[src/rtl/key_switch_device.sv]
// Memory-mapped KEY/SW input peripheral: synchronised, debounced inputs exposed as
// DATA registers, with READY/OVERRUN/IE control registers and a registered interrupt.
module key_switch_chan #(
  parameter int W               = 4,
  parameter int DEBOUNCE_CYCLES = 500000,
  parameter int CNTBITS         = 20
) (
  input  logic         clk,
  input  logic         rst_n,
  input  logic [W-1:0] pins,
  input  logic         rd_data,
  input  logic         wr_ctrl,
  input  logic         wr_ovr,
  input  logic         wr_ie,
  output logic [W-1:0] stable,
  output logic         ready,
  output logic         overrun,
  output logic         ie
);
  logic [W-1:0]       meta;
  logic [W-1:0]       synced;
  logic [CNTBITS-1:0] cnt;
  logic               change;

  // The whole vector must differ from the accepted value for DEBOUNCE_CYCLES edges in a row.
  assign change = (synced != stable) && (cnt == CNTBITS'(DEBOUNCE_CYCLES - 1));

  always_ff @(posedge clk or negedge rst_n) begin
    if (!rst_n) begin
      meta    <= '0;
      synced  <= '0;
      cnt     <= '0;
      stable  <= '0;
      ready   <= 1'b0;
      overrun <= 1'b0;
      ie      <= 1'b0;
    end else begin
      meta   <= pins;
      synced <= meta;

      if (synced == stable) begin
        cnt <= '0;
      end else if (change) begin
        cnt    <= '0;
        stable <= synced;
      end else begin
        cnt <= cnt + CNTBITS'(1);
      end

      // A new event beats a clearing read on the same edge.
      if (change) begin
        ready <= 1'b1;
      end else if (rd_data) begin
        ready <= 1'b0;
      end

      // Setting OVERRUN beats a software clear on the same edge.
      if (change && ready && !rd_data) begin
        overrun <= 1'b1;
      end else if (wr_ctrl && !wr_ovr) begin
        overrun <= 1'b0;
      end

      if (wr_ctrl) begin
        ie <= wr_ie;
      end
    end
  end
endmodule

module key_switch_device #(
  parameter int                DBITS           = 32,
  parameter logic [DBITS-1:0]  ADDRKEY         = 32'hFFFFF080,
  parameter logic [DBITS-1:0]  ADDRSW          = 32'hFFFFF090,
  parameter int                DEBOUNCE_CYCLES = 500000,
  parameter int                CNTBITS         = 20
) (
  input  logic             clk,
  input  logic             RESET_N,
  input  logic [3:0]       KEY,
  input  logic [9:0]       SW,
  input  logic [DBITS-1:0] addr,
  input  logic [DBITS-1:0] wrdata,
  input  logic             we,
  input  logic             re,
  output logic             sel,
  output logic [DBITS-1:0] rddata,
  output logic             irq
);
  localparam logic [DBITS-1:0] KCTRL_ADDR = ADDRKEY + DBITS'(4);
  localparam logic [DBITS-1:0] SCTRL_ADDR = ADDRSW + DBITS'(4);

  logic       hit_kdata, hit_kctrl, hit_sdata, hit_sctrl;
  logic [3:0] key_stable;
  logic [9:0] sw_stable;
  logic       key_ready, key_ovr, key_ie;
  logic       sw_ready, sw_ovr, sw_ie;
  logic       unused;

  assign hit_kdata = (addr == ADDRKEY);
  assign hit_kctrl = (addr == KCTRL_ADDR);
  assign hit_sdata = (addr == ADDRSW);
  assign hit_sctrl = (addr == SCTRL_ADDR);
  assign sel       = hit_kdata | hit_kctrl | hit_sdata | hit_sctrl;
  assign unused    = ^{wrdata[DBITS-1:9], wrdata[7:3], wrdata[1:0]};

  // Buttons are active-low on the pins; invert so a pressed key reads 1.
  key_switch_chan #(
    .W(4), .DEBOUNCE_CYCLES(DEBOUNCE_CYCLES), .CNTBITS(CNTBITS)
  ) u_key (
    .clk(clk), .rst_n(RESET_N), .pins(~KEY),
    .rd_data(re && hit_kdata), .wr_ctrl(we && hit_kctrl),
    .wr_ovr(wrdata[2]), .wr_ie(wrdata[8]),
    .stable(key_stable), .ready(key_ready), .overrun(key_ovr), .ie(key_ie)
  );

  key_switch_chan #(
    .W(10), .DEBOUNCE_CYCLES(DEBOUNCE_CYCLES), .CNTBITS(CNTBITS)
  ) u_sw (
    .clk(clk), .rst_n(RESET_N), .pins(SW),
    .rd_data(re && hit_sdata), .wr_ctrl(we && hit_sctrl),
    .wr_ovr(wrdata[2]), .wr_ie(wrdata[8]),
    .stable(sw_stable), .ready(sw_ready), .overrun(sw_ovr), .ie(sw_ie)
  );

  always_comb begin
    rddata = '0;
    if (hit_kdata) begin
      rddata = DBITS'(key_stable);
    end else if (hit_kctrl) begin
      rddata = DBITS'({key_ie, 5'b0, key_ovr, 1'b0, key_ready});
    end else if (hit_sdata) begin
      rddata = DBITS'(sw_stable);
    end else if (hit_sctrl) begin
      rddata = DBITS'({sw_ie, 5'b0, sw_ovr, 1'b0, sw_ready});
    end
  end

  always_ff @(posedge clk or negedge RESET_N) begin
    if (!RESET_N) begin
      irq <= 1'b0;
    end else begin
      irq <= (key_ready & key_ie) | (sw_ready & sw_ie);
    end
  end
endmodule

[config.mk]
export PLATFORM = sky130hd
export DESIGN_NAME = key_switch_device
export DESIGN_NICKNAME = d
export VERILOG_FILES = /design/src/rtl/key_switch_device.sv
export SDC_FILE = /design/constraint.sdc
export NUM_CORES = 1
export LEC_CHECK = 0
export ABC_CLOCK_PERIOD_IN_PS = 2700
export BUFFER_PORTS_ARGS = -buffer_cell sky130_fd_sc_hd__buf_2
export CORE_MARGIN = 5
export CORE_UTILIZATION = 35
export CTS_BUF_LIST = sky130_fd_sc_hd__clkbuf_8 sky130_fd_sc_hd__clkbuf_16
export DETAILED_ROUTE_END_ITERATION = 8
export PLACE_DENSITY = 0.64
export SYNTH_ARGS = -nofsm -noshare
export SYNTH_HDL_FRONTEND = slang
export SYNTH_SLANG_ARGS = --single-unit
[constraint.sdc]
create_clock -name clk -period 2.7 [get_ports clk]
set_input_delay 0.135 -clock clk [delete_from_list [all_inputs] [get_ports clk]]
set_output_delay 0.135 -clock clk [all_outputs]
set_load 0.02 [all_outputs]
==> impl_metrics.prom <==
# TYPE chip_impl_metric gauge
chip_impl_metric{name="avgSynthCellArea",unit="µm²"} 11.3
chip_impl_metric{name="clk_pin_slew_worst_paths",unit="ns"} 0.06
chip_impl_info{name="worstSetupStartpointType",value="flip-flop"} 1
chip_impl_metric{name="cts_setup_buffers",unit=""} 0
chip_impl_metric{name="seq_area_frac_synth",unit="%"} 54.4
chip_impl_metric{name="chipWidth",unit="µm"} 118
chip_impl_metric{name="synth_edf_count",unit=""} 0
chip_impl_metric{name="htree_levels",unit=""} 3
chip_impl_metric{name="numPortBuffers",unit=""} 63
chip_impl_info{name="r2r_start",value="u_sw.cnt[0]"} 1
chip_impl_metric{name="post_drt_via_cell_ratio",unit=""} 4.63
chip_impl_info{name="violations",value="hold timing"} 1
chip_impl_metric{name="die_h",unit="µm"} 118
chip_impl_metric{name="power_density",unit="nW/µm²"} 643
chip_impl_metric{name="grt_max_degree",unit=""} 90
chip_impl_metric{name="synth-seq-cells",unit=""} 89
chip_impl_metric{name="synth_async_sr_flop_share",unit="%"} 100
chip_impl_metric{name="start_util",unit="%"} 35.7
chip_impl_metric{name="slew_violations",unit=""} 0
chip_impl_metric{name="netlist-cell-type-count",unit=""} 44
chip_impl_metric{name="layout-area-overhead-vs-synth",unit="%"} 19.8
chip_impl_metric{name="detail_route.wirelength",unit="mm"} 7.60
chip_impl_info{name="holdCritPathClass",value="primary input to asynchronous set/reset pin"} 1
chip_impl_metric{name="hpwlAfterDp",unit="mm"} 5.41
chip_impl_metric{name="clkLatencyLatePin",unit="ns"} 0.34
chip_impl_metric{name="cts_buffers",unit=""} 9
chip_impl_metric{name="final_min_period_over_clock_period",unit="%"} 80.6
chip_impl_info{name="crit_type",value="flip-flop to flip-flop"} 1
chip_impl_metric{name="drt-initial-drc-count",unit=""} 200
chip_impl_metric{name="ctsLongestPathBuffers",unit=""} 2
chip_impl_info{name="crit_chain",value="ha_1 > and4bb_2 > nand2_1 > nor3_4 > nand2b_1 > mux2_4"} 1
chip_impl_metric{name="finalSetupViolations",unit=""} 0
chip_impl_metric{name="cp.arrival",unit="ns"} 2.40
chip_impl_metric{name="floorplan.die_area",unit="µm²"} 14000
chip_impl_metric{name="gpl.final_weighted_congestion",unit=""} 0.773
chip_impl_metric{name="core_region_area",unit="µm²"} 11500
chip_impl_metric{name="routed-via-count",unit=""} 2730
chip_impl_info{name="netlist.top_cell.by_area",value="dfrtp_1"} 1
chip_impl_metric{name="groute.layer.met2.usage",unit="%"} 17.5
chip_impl_metric{name="wire_length_of_the_first_global_routing_pass",unit="mm"} 12.9
chip_impl_metric{name="ant_nets",unit=""} 0
chip_impl_metric{name="gr-usage-met3",unit="%"} 3.20
chip_impl_metric{name="post_route_cells_drive_above_1_share",unit="%"} 23.3
chip_impl_metric{name="number_of_global_route_vias_before_repair",unit=""} 2705
chip_impl_info{name="ys.flop_type",value="dfrtp_1"} 1
chip_impl_metric{name="worst_ir_drop_vdd",unit="V"} 0.000353
chip_impl_info{name="most_used_routing_layer",value="met2"} 1
chip_impl_metric{name="grt_util_met1",unit="%"} 14.1
chip_impl_info{name="synthTopCellsByArea",value="dfrtp_1 (54%), xnor2_1 (6.0%), buf_4 (4.8%)"} 1
chip_impl_metric{name="holdWs",unit="ns"} -0.0137
chip_impl_metric{name="maximum_net_fanout_on_the_critical_path",unit=""} 8
chip_impl_metric{name="max-slew-margin-rel",unit="%"} 28.5
chip_impl_metric{name="synth_top_cell_area_share",unit="%"} 54.4
chip_impl_metric{name="grt-ovfl-total",unit=""} 0
chip_impl_metric{name="regToRegSetupSlack",unit="ns"} 0.52
chip_impl_metric{name="final.min_clock_period",unit="ns"} 2.18
chip_impl_metric{name="cp.required",unit="ns"} 2.92
chip_impl_metric{name="worst_slew_pin_slew",unit="ns"} 1.07
chip_impl_info{name="most-common-layout-cells",value="dfrtp_1 (89), buf_2 (62), nor2_1 (52), xnor2_1 (28)"} 1
chip_impl_metric{name="syn_inst",unit=""} 363
chip_impl_metric{name="yosys_warnings",unit=""} 0
chip_impl_info{name="clock_tree_from_tritoncts",value="yes"} 1
chip_impl_metric{name="total_leakage_power",unit="nW"} 2.32
chip_impl_info{name="slowest_stage_cell_cp",value="dfrtp_1"} 1
chip_impl_info{name="mostFrequentLayoutCell",value="dfrtp_1"} 1
chip_impl_metric{name="max_clock_freq",unit="MHz"} 459
chip_impl_info{name="root_buffer",value="clkbuf_16"} 1
chip_impl_info{name="r2r_end",value="u_sw.stable[0]"} 1
chip_impl_metric{name="totalNegativeSetupSlack",unit="ns"} 0
chip_impl_metric{name="tritoncts_num_sinks",unit=""} 89
chip_impl_metric{name="pin_count",unit=""} 116
chip_impl_info{name="grt_setup_unrepaired",value="no"} 1
chip_impl_metric{name="core.rowCount",unit=""} 39
chip_impl_metric{name="synth_area",unit="µm²"} 4100
chip_impl_metric{name="r2r_cells",unit=""} 6
chip_impl_metric{name="post_cts_resize_count",unit=""} 0
chip_impl_metric{name="drcViolationCount",unit=""} 0
chip_impl_info{name="run_status",value="finished with violations"} 1
chip_impl_metric{name="worst_path_largest_cell_delay",unit="ns"} 0.42
chip_impl_metric{name="grt.total_usage",unit="%"} 11.1
chip_impl_metric{name="final_net_count",unit=""} 525
chip_impl_metric{name="grt_antenna_before_repair",unit=""} 1
chip_impl_info{name="crit_end_category",value="flip-flop"} 1
chip_impl_metric{name="detail_route.first_pass.iterations",unit=""} 4
chip_impl_metric{name="wl_per_cell",unit="µm"} 12.9
chip_impl_metric{name="maxCapViolations",unit=""} 0
chip_impl_metric{name="skew",unit="ns"} 0.00676
chip_impl_metric{name="hold_violations",unit=""} 14
## where the power goes
part | leakage (nW) | switching (W) | internal, W | total (W)
clock network | 0.153 | 0.000499 | 0.000809 | 0.00131
logic | 1.02 | 0.000162 | 0.000134 | 0.000296
registers | 1.15 | 0.000107 | 0.00144 | 0.00155
total | 2.32 | 0.000767 | 0.00239 | 0.00315
## repair_timing
item                                    4_1_cts  5_1_grt
endpoints found under the setup margin        0        0
endpoints found under the hold margin        14        0
hold buffers                                 14        0
## synth_stat cells (2+ instances only)
cell	count
dfrtp_1	89
nor2_1	52
xnor2_1	28
buf_4	26
xor2_1	22
nand2_1	17
nand4_1	16
nand3_1	13
inv_1	10
mux2_2	10
nor3_1	10
and2_1	7
mux2_4	6
and3_1	5
nor4_1	5
and4_1	4
nor4b_1	4
nor2b_1	3
o21ai_0	3
a21oi_1	2
buf_6	2
clkbuf_1	2
ha_1	2
mux2i_1	2
mux4_2	2
nor4_2	2
o21ai_1	2
## area by class of cell
cell class | instances | area, µm²
repair buffers | 77 | 458
clock inverters | 7 | 96.3
diodes | 1 | 2.50
fillers | 1075 | 6560
multi-input cells | 254 | 1680
inverters | 10 | 37.5
clock buffers | 9 | 225
flip-flops and latches | 89 | 2230
well taps | 143 | 179
## registers in the layout, summed over array words and instances (netlist names)
signal	count
u_key.ie	1
u_key.cnt	20
u_sw.stable	10
u_sw.ie	1
u_key.ready	1
u_sw.ready	1
irq	1
u_sw.meta	10
u_key.meta	4
u_key.synced	4
u_sw.synced	10
u_key.stable	4
u_key.overrun	1
u_sw.overrun	1
u_sw.cnt	20
## metrics by stage
stage	util, %	setup slack, ns	std cells	power (W)	area [µm²]
floorplan	-	0.932	384	0.00178	4180
global placement	38.7	0.576	559	0.00184	4440
detailed placement	38.7	0.543	559	0.00185	4440
CTS	42.8	0.509	589	0.00320	4900
global route	42.8	0.366	590	0.00331	4910
finish	42.8	0.523	590	0.00315	4910
## layer usage
metal  part of all wire, %  vias up  wire length [µm]
li1                      -     1344                 -
met1                    45     1295              3400
met4                   2.0        0               153
met3                   7.1       10               542
met5                     0        -                 0
met2                    46       81              3500
## kinds of logic (layout without fill, tap and decap cells)
group | after synthesis | count (layout) | synth area share [%]
AO/OA/AOI/OAI | 10 | 10 | 1.47
XOR/XNOR | 50 | 50 | 10.7
adder cells (fa/ha/maj) | 2 | 2 | 0.611
buffers and inverters | 41 | 103 | 6.53
flip-flops | 89 | 89 | 54.4
multiplexers | 20 | 20 | 6.53
other | 1 | 23 | 0.0915
AND/OR/NAND/NOR | 150 | 150 | 19.7
## worst max path at each step
stage,cells past startpoint,slack (ns),to,from
after global placement,6,0.58,u_sw.stable[3],u_sw.cnt[0]
after detailed placement,6,0.54,u_sw.stable[0],u_sw.cnt[0]
after CTS,6,0.51,u_sw.stable[0],u_sw.cnt[0]
after floorplan,7,0.93,u_sw.stable[0],u_sw.cnt[0]
after global routing,7,0.37,rddata[6],addr[3]
final,6,0.52,u_sw.stable[0],u_sw.cnt[0]
## worst max-delay path: cells and delay by family, from the launching register on
family        cells  cell delay, ns
fa+ha+maj         1            0.29
flops             1            0.42
mux               1            0.39
simple gates      4            0.96
(Power assumes the default switching activity.)
